[src/rtl/uart_irda_tx.sv]
// UART transmit stage with IrDA SIR copy, fed by the byte FIFO.
// Ports: clock/reset, fifo_data/fifo_empty/fifo_rd, irda_mode, tx, irda_tx, busy, tx_done.
module uart_irda_tx #(
  parameter int CLKS_PER_BIT = 434,
  parameter int IRDA_PULSE   =
    ((3 * CLKS_PER_BIT) / 16 < 1) ? 1 : (3 * CLKS_PER_BIT) / 16
) (
  input  logic       clock,
  input  logic       reset,
  input  logic [7:0] fifo_data,
  input  logic       fifo_empty,
  output logic       fifo_rd,
  input  logic       irda_mode,
  output logic       tx,
  output logic       irda_tx,
  output logic       busy,
  output logic       tx_done
);

  localparam int BW = $clog2(CLKS_PER_BIT);
  localparam logic [BW-1:0] BAUD_LAST = BW'(CLKS_PER_BIT - 1);
  localparam logic [BW-1:0] BAUD_PRE  = BW'(CLKS_PER_BIT - 2);
  localparam logic [BW-1:0] PULSE_LST = BW'(IRDA_PULSE - 1);

  typedef enum logic [2:0] {
    S_IDLE,
    S_WAIT,
    S_LOAD,
    S_START,
    S_DATA,
    S_STOP
  } state_t;

  state_t        state;
  logic [BW-1:0] baud;
  logic [2:0]    bit_idx;
  logic [7:0]    shift;
  logic          irda_en;

  logic bit_end;
  logic pulse_next;

  assign bit_end = (baud == BAUD_LAST);
  // Next baud value (baud+1) still inside the IrDA pulse window.
  assign pulse_next = irda_en && (baud < PULSE_LST);

  always_ff @(posedge clock or posedge reset) begin
    if (reset) begin
      state   <= S_IDLE;
      baud    <= '0;
      bit_idx <= '0;
      shift   <= '0;
      irda_en <= 1'b0;
      fifo_rd <= 1'b0;
      tx      <= 1'b1;
      irda_tx <= 1'b0;
      busy    <= 1'b0;
      tx_done <= 1'b0;
    end else begin
      fifo_rd <= 1'b0;
      tx_done <= 1'b0;
      irda_tx <= 1'b0;
      unique case (state)
        S_IDLE: begin
          tx      <= 1'b1;
          busy    <= 1'b0;
          baud    <= '0;
          bit_idx <= '0;
          if (!fifo_empty) begin
            state <= S_WAIT;
            busy  <= 1'b1;
          end
        end
        S_WAIT: begin
          tx <= 1'b1;
          // Pop only against a non-empty FIFO.
          if (!fifo_empty) begin
            state   <= S_LOAD;
            fifo_rd <= 1'b1;
          end else begin
            state <= S_IDLE;
            busy  <= 1'b0;
          end
        end
        S_LOAD: begin
          shift   <= fifo_data;
          irda_en <= irda_mode;
          // First start-bit clock: baud 0, level 0.
          irda_tx <= irda_mode;
          tx      <= 1'b0;
          baud    <= '0;
          bit_idx <= '0;
          state   <= S_START;
        end
        S_START: begin
          if (bit_end) begin
            baud    <= '0;
            bit_idx <= '0;
            tx      <= shift[0];
            irda_tx <= irda_en && !shift[0];
            state   <= S_DATA;
          end else begin
            baud    <= baud + 1'b1;
            irda_tx <= pulse_next;
          end
        end
        S_DATA: begin
          if (bit_end) begin
            baud  <= '0;
            shift <= {1'b0, shift[7:1]};
            if (bit_idx == 3'd7) begin
              tx    <= 1'b1;
              state <= S_STOP;
            end else begin
              // shift[1] becomes shift[0] on this edge.
              tx      <= shift[1];
              irda_tx <= irda_en && !shift[1];
              bit_idx <= bit_idx + 3'd1;
            end
          end else begin
            baud    <= baud + 1'b1;
            irda_tx <= pulse_next && !shift[0];
          end
        end
        S_STOP: begin
          tx <= 1'b1;
          if (bit_end) begin
            baud    <= '0;
            bit_idx <= '0;
            if (!fifo_empty) begin
              state <= S_WAIT;
            end else begin
              state <= S_IDLE;
              busy  <= 1'b0;
            end
          end else begin
            baud <= baud + 1'b1;
            // Registered, so raise it one clock early.
            if (baud == BAUD_PRE) tx_done <= 1'b1;
          end
        end
        default: begin
          state <= S_IDLE;
          tx    <= 1'b1;
          busy  <= 1'b0;
        end
      endcase
    end
  end

endmodule

[config.mk]
export PLATFORM = sky130hd
export DESIGN_NAME = uart_irda_tx
export DESIGN_NICKNAME = d
export VERILOG_FILES = /design/src/rtl/uart_irda_tx.sv
export SDC_FILE = /design/constraint.sdc
export NUM_CORES = 1
export LEC_CHECK = 0
export ABC_AREA = 1
export ABC_CLOCK_PERIOD_IN_PS = 3430
export CORE_ASPECT_RATIO = 0.6
export CORE_MARGIN = 10
export CORE_UTILIZATION = 59
export CTS_CLUSTER_SIZE = 24
export DETAILED_ROUTE_END_ITERATION = 10
export GPL_TIMING_DRIVEN = 1
export PLACE_DENSITY_LB_ADDON = 0.1
export SLEW_MARGIN = 20
export SYNTH_ARGS = -nofsm -noshare
export SYNTH_HDL_FRONTEND = slang
export SYNTH_SLANG_ARGS = --single-unit
[constraint.sdc]
create_clock -name clock -period 3.43 [get_ports clock]
set_clock_uncertainty 0.2 [all_clocks]
set_input_delay 1.029 -clock clock [delete_from_list [all_inputs] [get_ports clock]]
set_output_delay 1.029 -clock clock [all_outputs]
set_load 0.02 [all_outputs]
# After elaboration in Yosys (flattened, before gate mapping)
# Index checks and enable logic that the tools add are counted.
# classes
n_addsub	2
magnitude_cmp	1
eq_ne	15
n_mux	32
n_bitwise	1
n_reduce_logical	19
# ops
operator	n
$mux 3	8
$eq 9x9->1 const B	2
$pmux 3 s6	1
$pmux 9 s2	1
$pmux 8 s2	1
$mux 1	14
$ne 2x2->1 const B	6
$add 9x1->9 const B	1
$eq 3x3->1 const B	3
$lt 9x7->1 const B	1
$mux 9	1
$pmux 3 s3	1
$mux 8	1
$eq 3x2->1 const B	2
$pmux 1 s3	2
$reduce_and 2->1	3
$reduce_or 3->1	2
$reduce_and 5->1	1
$logic_and 1x1->1	4
$pmux 1 s4	1
$reduce_and 4->1	1
$reduce_bool 2->1	2
$reduce_or 2->1	2
$add 3x1->3 const B	1
other kinds (7)	8
# word_totals
register_bits	29
inputBits	12
out_inout_bits	5
word_cells	80

# Depth between registers and ports, before layout
# Gate-level depths: netlist (run 1).
# logic_depth
depth_word	5
ltp_mapped	11
ltp_nobuf	10

# Least setup slack after synthesis (run 1)
# Ideal clock, no wire load.
# synth_timing
path_type	reg2out
start	reg tx
end	out tx
arrival_time_ns	0.563
required_time_ns	2.201
slack_ns	1.638
stages_incl_launch_ff	1
path_buffers	0
path_cell_list	dfstp_2
# synth_rtl
item	line_no	text
from (decl)	14	output logic tx,
from (signal assigned)	99	tx <= shift[0];
from (signal assigned)	116	tx <= shift[1];
# No word-level cell between the ends.

# Worst setup path in the final report (run 1)
# layout_timing
start	reg tx
end	out tx
# No word-level cell between the ends.

==> results.yml, run 1 <==
flow_run:
  drv_cap: 0
global_routing:
  grt_usage: 0.1461
  grt_util_met3: 0.05516
  use_met2: 0.2006
  antenna_found_initial: 0
  grt_pass1_vias: 1381
  grt_pass1_wl_mm: 6.492
  grt.met1_usage: 0.2087
  grt_start_max_net_pins: 30
  top_usage_layer: "met1"
  grt_overflow: 0
cts:
  path_clk_slew_ps: 60
  root_buffer: "clkbuf_8"
  cts_setup_buffers: 0
  cts_max_level: 2
  cts_tree: "yes"
  cts_resized: 0
  clock_sinks: 29
  holdBufCountCts: 0
  clock_latency_ps: 290
  cts_made_buffers: 5
  clock_path_buffers: 2
yosys:
  synth_edf_count: 0
  synth.most_common_cell: "nand2_1"
  synth_top_cells_by_count: "nand2_1, dfrtp_1, inv_1, nand3_1, o21ai_1"
  yosysSeqAreaShare: 0.4180
  synth-seq-cells: 29
  ys_types: 29
  synth_top_area_share: 0.4029
  async_flop_share: 1.000
  yosysTopAreaCell: "dfrtp_1"
  syn_area_per_cell_um2: 7.401
  synth_area_um2: 1739
  synthFlopType: "dfrtp_1"
  netlist_top_cells_area: "dfrtp_1, nand2_1, nand3_1"
  synth_warnings: 0
  syn_nets: 252
  syn_inst: 235
cells_and_area:
  multi_input_area_um2: 842.1
  num-fill-cells: 235
  layout-drive-gt1-share: 0.1294
  nets: 271
  regArea_um2: 726.9
  diodes: 0
  area.growth.synth_to_final_pct: 15.83
critical_path:
  crit_family: "buffers and inverters"
  slowest_stage: "clkdlybuf4s50_1"
  cpPeakStageDelay_ps: 600
  rr_endpoint: "bit_idx[0]$_DFFE_PP0P_"
  worst_setup_path_end_kind: "primary output"
  criticalPathCategory: "flip-flop to primary output"
  worstPathMaxFanout: 2
  arrival_ps: 1410
  startpoint_type: "flip-flop"
  r2r-start: "state[2]$_DFFE_PP0P_"
  cp.required_ps: 2200
  ff2ff_setup_slack_ps: 1380
  critPathBufInv: 1
  cp_cell_sequence: "clkdlybuf4s50_1"
  rr_worst_depth: 7
placement:
  gp_congestion: 0.9445
  dp_hpwl_mm: 2.752
  numPortBuffers: 16
routing:
  drc_errors: 0
  viasPerCell: 5.168
  num_vias: 1535
  wl_per_cell_um: 12.68
  drt-total-wl_mm: 3.767
  dr.pass1.iters: 5
  drt_iter0_drc: 139
  ant_nets: 0
min_path:
  worstHoldStart: "bit_idx[1]$_DFFE_PP0P_"
  worstHoldEndpoint: "bit_idx[1]$_DFFE_PP0P_"
  min_path_type: "flip-flop to flip-flop"
  worstHoldPathCells: 2
sta:
  relSlewSlack: 0.6423
  finalCritPeriodShare: 0.7696
  fmax_mhz: 378.8
  tightestPinTransition_ps: 536.4
  rsz0062_at_grt: "no"
  setup_violations: 0
  final_hold_viol_count: 0
  period_needed_ps: 2640
  final_max_slew_viol_count: 0
  setup_tns_ps: 0
die:
  dieWidth_um: 90.09
  rows: 15
  core_um2: 2853
  dieArea_um2: 5591
  start_util: 0.6096
  fp.dieH_um: 62.06
  ios: 17
power_and_ir_drop:
  ir_drop_uv: 236.2
  pwr_density_cell_nw_per_um2: 336.2
  power_uw: 677.2
  p_leak_nw: 1.024
status:
  status: "finished, final reports clean"
cell usage in the layout, fill, tap and decap left out, types with 5 or more instances in the layout:
master           synthesis  routed
nor2_1                  13      13
clkdlybuf4s50_1          0      16
dfrtp_1                 28      28
nand2_1                 76      76
o21ai_1                 16      16
o21ai_0                  9       9
nand2_2                  7       7
inv_1                   25      25
nand3_1                 20      20
clkbuf_8                 0       7
ha_1                     5       5
inv_2                    7       7
where the power goes:
part	leakage (nW)	internal, mW	switching (mW)
Combinational	0.645	0.0135	0.0104
Clock	0.0542	0.181	0.130
Sequential	0.324	0.342	0
Total	1.02	0.537	0.141
cells by family after synthesis:
| logic type | count (synthesis) | share of synthesized area |
|---|---|---|
| adders and majority gates | 5 | 0.03597 |
| buffers and inverters | 38 | 0.09784 |
| xor gates and xnor gates | 3 | 0.01511 |
| DFF | 29 | 0.4180 |
| and+or+nand+nor | 131 | 0.3432 |
| AOI/OAI and AO/OA | 29 | 0.08993 |
per-layer routing:
layer | part of all wire | up-vias
li1 | - | 782
met1 | 0.52 | 682
met2 | 0.39 | 63
met3 | 0.073 | 8
met4 | 0.016 | 0
met5 | 0 | -
state kept, by name, indices dropped and copies added (netlist names):
signal and cells:
irda_tx 1, shift 8, state 3, tx_done 1, tx 1, busy 1, bit_idx 3, irda_en 1
fifo_rd 1, baud 9
final cells by class:
type | instances | share of cell area
tap | 42 | 0.02609
multi-input combinational | 168 | 0.4180
timing repair buffer | 17 | 0.08323
sequential | 29 | 0.3609
inverter | 33 | 0.06149
clock buffer | 7 | 0.04783
clock inverter | 1 | 0.002484
metrics by stage:
stage                     hold slack [ps]  worst slack [ps]  instance area, um2  std cells    util
after floorplan                     245.9              1597                1739        235       -
after global placement              260.2              1097                1913        289  0.6706
after detailed placement            267.6              1092                1913        289  0.6706
after CTS                           283.1             777.4                2014        297  0.7061
after global routing                329.6             754.4                2014        297  0.7061
final                               279.4             790.4                2014        297  0.7061
how the worst max path moves through the flow:
stage	start	end	cells past startpoint
after floorplan	reset	baud[0]$_DFFE_PP0P_	1
after global placement	tx$_DFFE_PP1P_	tx	1
after detailed placement	tx$_DFFE_PP1P_	tx	1
after CTS	tx$_DFFE_PP1P_	tx	1
after global routing	tx$_DFFE_PP1P_	tx	1
final	tx$_DFFE_PP1P_	tx	1
worst min-delay path, stage by stage (launching register included):
cell,delay (ps)
dfrtp_1,350
nand2_1,50
nand2_1,50
Power figures use the tool's default switching activity.
==> run 2: changes to the inputs <==
--- a/config.mk
+++ b/config.mk
@@ -6,10 +6,10 @@
 export NUM_CORES = 1
 export LEC_CHECK = 0
 export ABC_AREA = 1
-export ABC_CLOCK_PERIOD_IN_PS = 3430
+export ABC_CLOCK_PERIOD_IN_PS = 2700
 export CORE_ASPECT_RATIO = 0.6
 export CORE_MARGIN = 10
-export CORE_UTILIZATION = 59
+export CORE_UTILIZATION = 56
 export CTS_CLUSTER_SIZE = 24
 export DETAILED_ROUTE_END_ITERATION = 10
 export GPL_TIMING_DRIVEN = 1
==> constraint.sdc (replaced) <==
create_clock -name clock -period 2.7 [get_ports clock]
set_clock_uncertainty 0.2 [all_clocks]
set_input_delay 0.81 -clock clock [delete_from_list [all_inputs] [get_ports clock]]
set_output_delay 0.81 -clock clock [all_outputs]
set_load 0.02 [all_outputs]
==> results.yml, run 2 (same netlist as run 1, synthesis figures left out) <==
status:
  status: "finished, final reports clean"
placement:
  place_area_um2: 1921
  preCtsSetupSlack_ps: 583.3
  numPortBuffers: 16
  gp_congestion: 0.9109
  dp_hpwl_mm: 2.788
cts:
  path_clk_slew_ps: 70
  cts_resized: 0
  cts_max_level: 2
  clock_path_buffers: 2
  clock_sinks: 29
  cts_setup_buffers: 0
  root_buffer: "clkbuf_8"
  holdBufCountCts: 0
  clock_latency_ps: 280
  cts_tree: "yes"
  cts_made_buffers: 5
cells_and_area:
  num-fill-cells: 273
  regArea_um2: 726.9
  multi_input_area_um2: 842.1
  layout-drive-gt1-share: 0.1328
  largest_reg_flops: 9
  nets: 272
  diodes: 0
  final_common_cell: "nand2_1"
  regMostFlops: "baud"
  final_cell_mix: "nand2_1, dfrtp_1, inv_1, nand3_1"
  reg_top3: "baud x9, shift x8"
  final_util: 0.6906
  area.growth.synth_to_final_pct: 16.26
  fin_area_um2: 2022
critical_path:
  criticalPathCategory: "flip-flop to primary output"
  critPathLaunch: "tx$_DFFE_PP1P_"
  critPathBufInv: 1
  r2r-start: "baud[1]$_DFFE_PP0P_"
  arrival_ps: 1400
  slowest_stage: "clkdlybuf4s50_1"
  worstPathMaxFanout: 2
  crit_family: "buffers and inverters"
  cpPeakStageDelay_ps: 590
  worst_setup_path_end_kind: "primary output"
  cp.required_ps: 1690
  cp_cell_sequence: "clkdlybuf4s50_1"
  startpoint_type: "flip-flop"
routing:
  drc_errors: 0
  ant_nets: 0
  viasPerCell: 5.087
  wl_per_cell_um: 12.32
  drt-total-wl_mm: 3.670
  num_vias: 1516
  drt_iter0_drc: 181
  dr.pass1.iters: 4
power_and_ir_drop:
  pwr_density_cell_nw_per_um2: 423.6
  p_leak_nw: 1.029
  power_uw: 856.6
  ir_drop_uv: 374.2
sta:
  final_hold_viol_count: 0
  setup_tns_ps: 0
  worst_slack_ps: 291.9
  period_needed_ps: 2408
  finalCritPeriodShare: 0.8919
  rsz0062_at_grt: "no"
  tightestPinTransition_ps: 407.1
  fmax_mhz: 415.3
  final_max_slew_viol_count: 0
  relSlewSlack: 0.7286
  setup_violations: 0
die:
  dieArea_um2: 5808
  fp.dieH_um: 63.17
  dieWidth_um: 91.95
  start_util: 0.5940
  rows: 15
  ios: 17
  core_um2: 2928
min_path:
  worstHoldStart: "busy$_DFFE_PP0P_"
  min_path_type: "flip-flop to flip-flop"
flow_run:
  drv_cap: 0
global_routing:
  grt_usage: 0.1326
  antenna_found_initial: 0
  grt_start_max_net_pins: 30
  grt_overflow: 0
  grt_pass1_wl_mm: 6.368
  grt_pass1_vias: 1375
run 2: cell count changes in the layout (fill, tap and decap cells not counted), sizes merged:
cell and change:
buf +1
run 2: cell type report:
class / count / share of cell area
Clock inverter: 1 / 0.002475
Tap cell: 42 / 0.02599
Multi-Input combinational cell: 168 / 0.4165
Clock buffer: 7 / 0.04765
Inverter: 33 / 0.06126
Sequential cell: 29 / 0.3595
Timing Repair Buffer: 18 / 0.08663
run 2: metal layers:
layer | share of wire | vias up | global-route usage
li1 | - | 782 | -
met1 | 0.53 | 688 | 0.1952
met2 | 0.38 | 42 | 0.1684
met3 | 0.080 | 4 | 0.05201
met4 | 0.0079 | 0 | 0.03831
met5 | 0 | - | 0
run 2: path summary, 6_finish.rpt:
| path | end | slack, ps | cells after the start |
|---|---|---|---|
| max | tx | 290 | 1 |
| min | busy$_DFFE_PP0P_ | 270 | 2 |
| max reg2reg | bit_idx[1]$_DFFE_PP0P_ | 840 | 9 |
| min reg2reg | busy$_DFFE_PP0P_ | 270 | 2 |
| max in group asynchronous | tx$_DFFE_PP1P_ | 1300 | 3 |
| min in group asynchronous | bit_idx[1]$_DFFE_PP0P_ | 690 | 3 |
run 2: through the flow:
step                std cells  hold slack (ps)
floorplan                 235            245.9
finish                    298            274.6
global placement          290            259.4
global route              298            320.2
detailed placement        290            263.0
CTS                       298            277.4
run 2: worst reg2reg max path, cell delays in order (launching register included):
cell	delay [ps]
dfrtp_1	430
inv_1	120
ha_1	180
nand2_1	70
nor2_1	140
nand2_2	110
o21ai_2	170
buf_4	220
nand3b_1	90
nand2_1	80
run 2: where the power goes:
group,internal [mW],switching [mW],total [mW],leakage (nW)
clock,0.230,0.162,0.392,0.0542
sequential,0.435,0,0.435,0.324
combinational,0.0171,0.0133,0.0304,0.650
total,0.682,0.175,0.857,1.03
==> run 3: changes to the inputs <==
--- a/config.mk
+++ b/config.mk
@@ -13,7 +13,7 @@
 export CTS_CLUSTER_SIZE = 24
 export DETAILED_ROUTE_END_ITERATION = 10
 export GPL_TIMING_DRIVEN = 1
-export PLACE_DENSITY_LB_ADDON = 0.1
+export PLACE_DENSITY = 0.89
 export SLEW_MARGIN = 20
 export SYNTH_ARGS = -nofsm -noshare
 export SYNTH_HDL_FRONTEND = slang
==> results.yml, run 3 (same netlist as run 1, synthesis figures left out) <==
status:
  status: "finished, final reports clean"
cts:
  clock_latency_ps: 290
  cts_setup_buffers: 0
  path_clk_slew_ps: 60
  clock_sinks: 29
  cts_made_buffers: 5
  cts_max_level: 2
  clock_path_buffers: 2
  cts_resized: 0
  root_buffer: "clkbuf_8"
  cts_tree: "yes"
  holdBufCountCts: 0
routing:
  num_vias: 1561
  wl_met2_mm: 1.610
  wl_per_cell_um: 12.91
  met1_length_mm: 1.825
  drt_iter0_drc: 168
  top_layer_used: "met4"
  met3WireLength_um: 337
  viasPerCell: 5.256
  dr.pass1.iters: 5
  ant_nets: 0
  drc_errors: 0
  drt-total-wl_mm: 3.834
placement:
  numPortBuffers: 16
  dp_hpwl_mm: 2.829
  gp_congestion: 0.9557
  preCtsSetupSlack_ps: 574.5
global_routing:
  grt_start_max_net_pins: 30
  grt_pass1_vias: 1456
  antenna_found_initial: 0
  grt_overflow: 0
  grt_pass1_wl_mm: 6.720
  grt_usage: 0.1422
min_path:
  min_path_type: "flip-flop to flip-flop"
  worstHoldPathCells: 2
cells_and_area:
  diodes: 0
  area.growth.synth_to_final_pct: 14.75
  final_cell_mix: "nand2_1, dfrtp_1, inv_1, nand3_1"
  reg_top3: "baud x9, shift x8"
  regMostFlops: "baud"
  layout-drive-gt1-share: 0.1255
  final_common_cell: "nand2_1"
  largest_reg_flops: 9
  final_util: 0.6816
  nets: 271
critical_path:
  ff2ff_setup_slack_ps: 640
  cpPeakStageDelay_ps: 600
  worstPathMaxFanout: 2
  worst_setup_path_end_kind: "primary output"
  rr_worst_depth: 7
  cp_cell_sequence: "clkdlybuf4s50_1"
  slowest_stage: "clkdlybuf4s50_1"
  criticalPathCategory: "flip-flop to primary output"
  startpoint_type: "flip-flop"
  cp.required_ps: 1690
  critical_path_cell_count: 1
  crit_family: "buffers and inverters"
  arrival_ps: 1410
  critPathBufInv: 1
power_and_ir_drop:
  power_uw: 816.0
  pwr_density_cell_nw_per_um2: 408.9
  ir_drop_uv: 275.7
  p_leak_nw: 1.014
sta:
  rsz0062_at_grt: "no"
  period_needed_ps: 2424
  worst_slack_ps: 275.9
  setup_tns_ps: 0
  finalCritPeriodShare: 0.8978
  final_max_slew_viol_count: 0
  relSlewSlack: 0.6382
  setup_violations: 0
  fmax_mhz: 412.5
  holdWs_ps: 276.1
  final_hold_viol_count: 0
  tightestPinTransition_ps: 542.6
die:
  dieWidth_um: 91.95
  dieArea_um2: 5808
  rows: 15
  core_um2: 2928
  fp.dieH_um: 63.17
  ios: 17
  start_util: 0.5940
flow_run:
  drv_cap: 0
[run 3: final timing paths]
path / start / end
hold reg to reg: busy$_DFFE_PP0P_ / busy$_DFFE_PP0P_
max in group asynchronous: reset / tx$_DFFE_PP1P_
setup reg to reg: state[2]$_DFFE_PP0P_ / bit_idx[1]$_DFFE_PP0P_
min in group asynchronous: reset / bit_idx[0]$_DFFE_PP0P_
setup / recovery: tx$_DFFE_PP1P_ / tx
hold / removal: busy$_DFFE_PP0P_ / busy$_DFFE_PP0P_
[run 3: report_power, final]
group | switching [mW] | internal, mW | total [mW]
sequential | 0 | 0.435 | 0.435
combinational | 0.0138 | 0.0171 | 0.0309
clock | 0.172 | 0.178 | 0.351
[run 3: layout make-up]
| type | instances | area, um2 |
|---|---|---|
| inverters | 33 | 123.9 |
| well taps | 42 | 52.55 |
| clock buffers | 6 | 72.57 |
| flip-flops and latches | 29 | 726.9 |
| fillers | 242 | 932.1 |
| repair buffers | 17 | 167.7 |
| clock inverters | 2 | 10.01 |
| multi-input cells | 168 | 842.1 |
[run 3: layer usage]
metal / track usage / up-vias
li1: - / 781
met1: 0.1931 / 693
met2: 0.1991 / 78
met3: 0.04846 / 9
met4: 0.05747 / 0
met5: 0 / -
[run 3: stage by stage]
step                instance area (um2)  instances
floorplan                          1739        235
global placement                   1913        289
detailed placement                 1913        289
CTS                                1996        297
global route                       1996        297
finish                             1996        297
[run 3: worst reg2reg max path, delay by kind of cell (launching register included)]
| family | cells | cell delay [ps] |
|---|---|---|
| AOI/OAI and AO/OA | 1 | 450 |
| buffers and inverters | 1 | 110 |
| DFF | 1 | 580 |
| and+or+nand+nor | 5 | 600 |
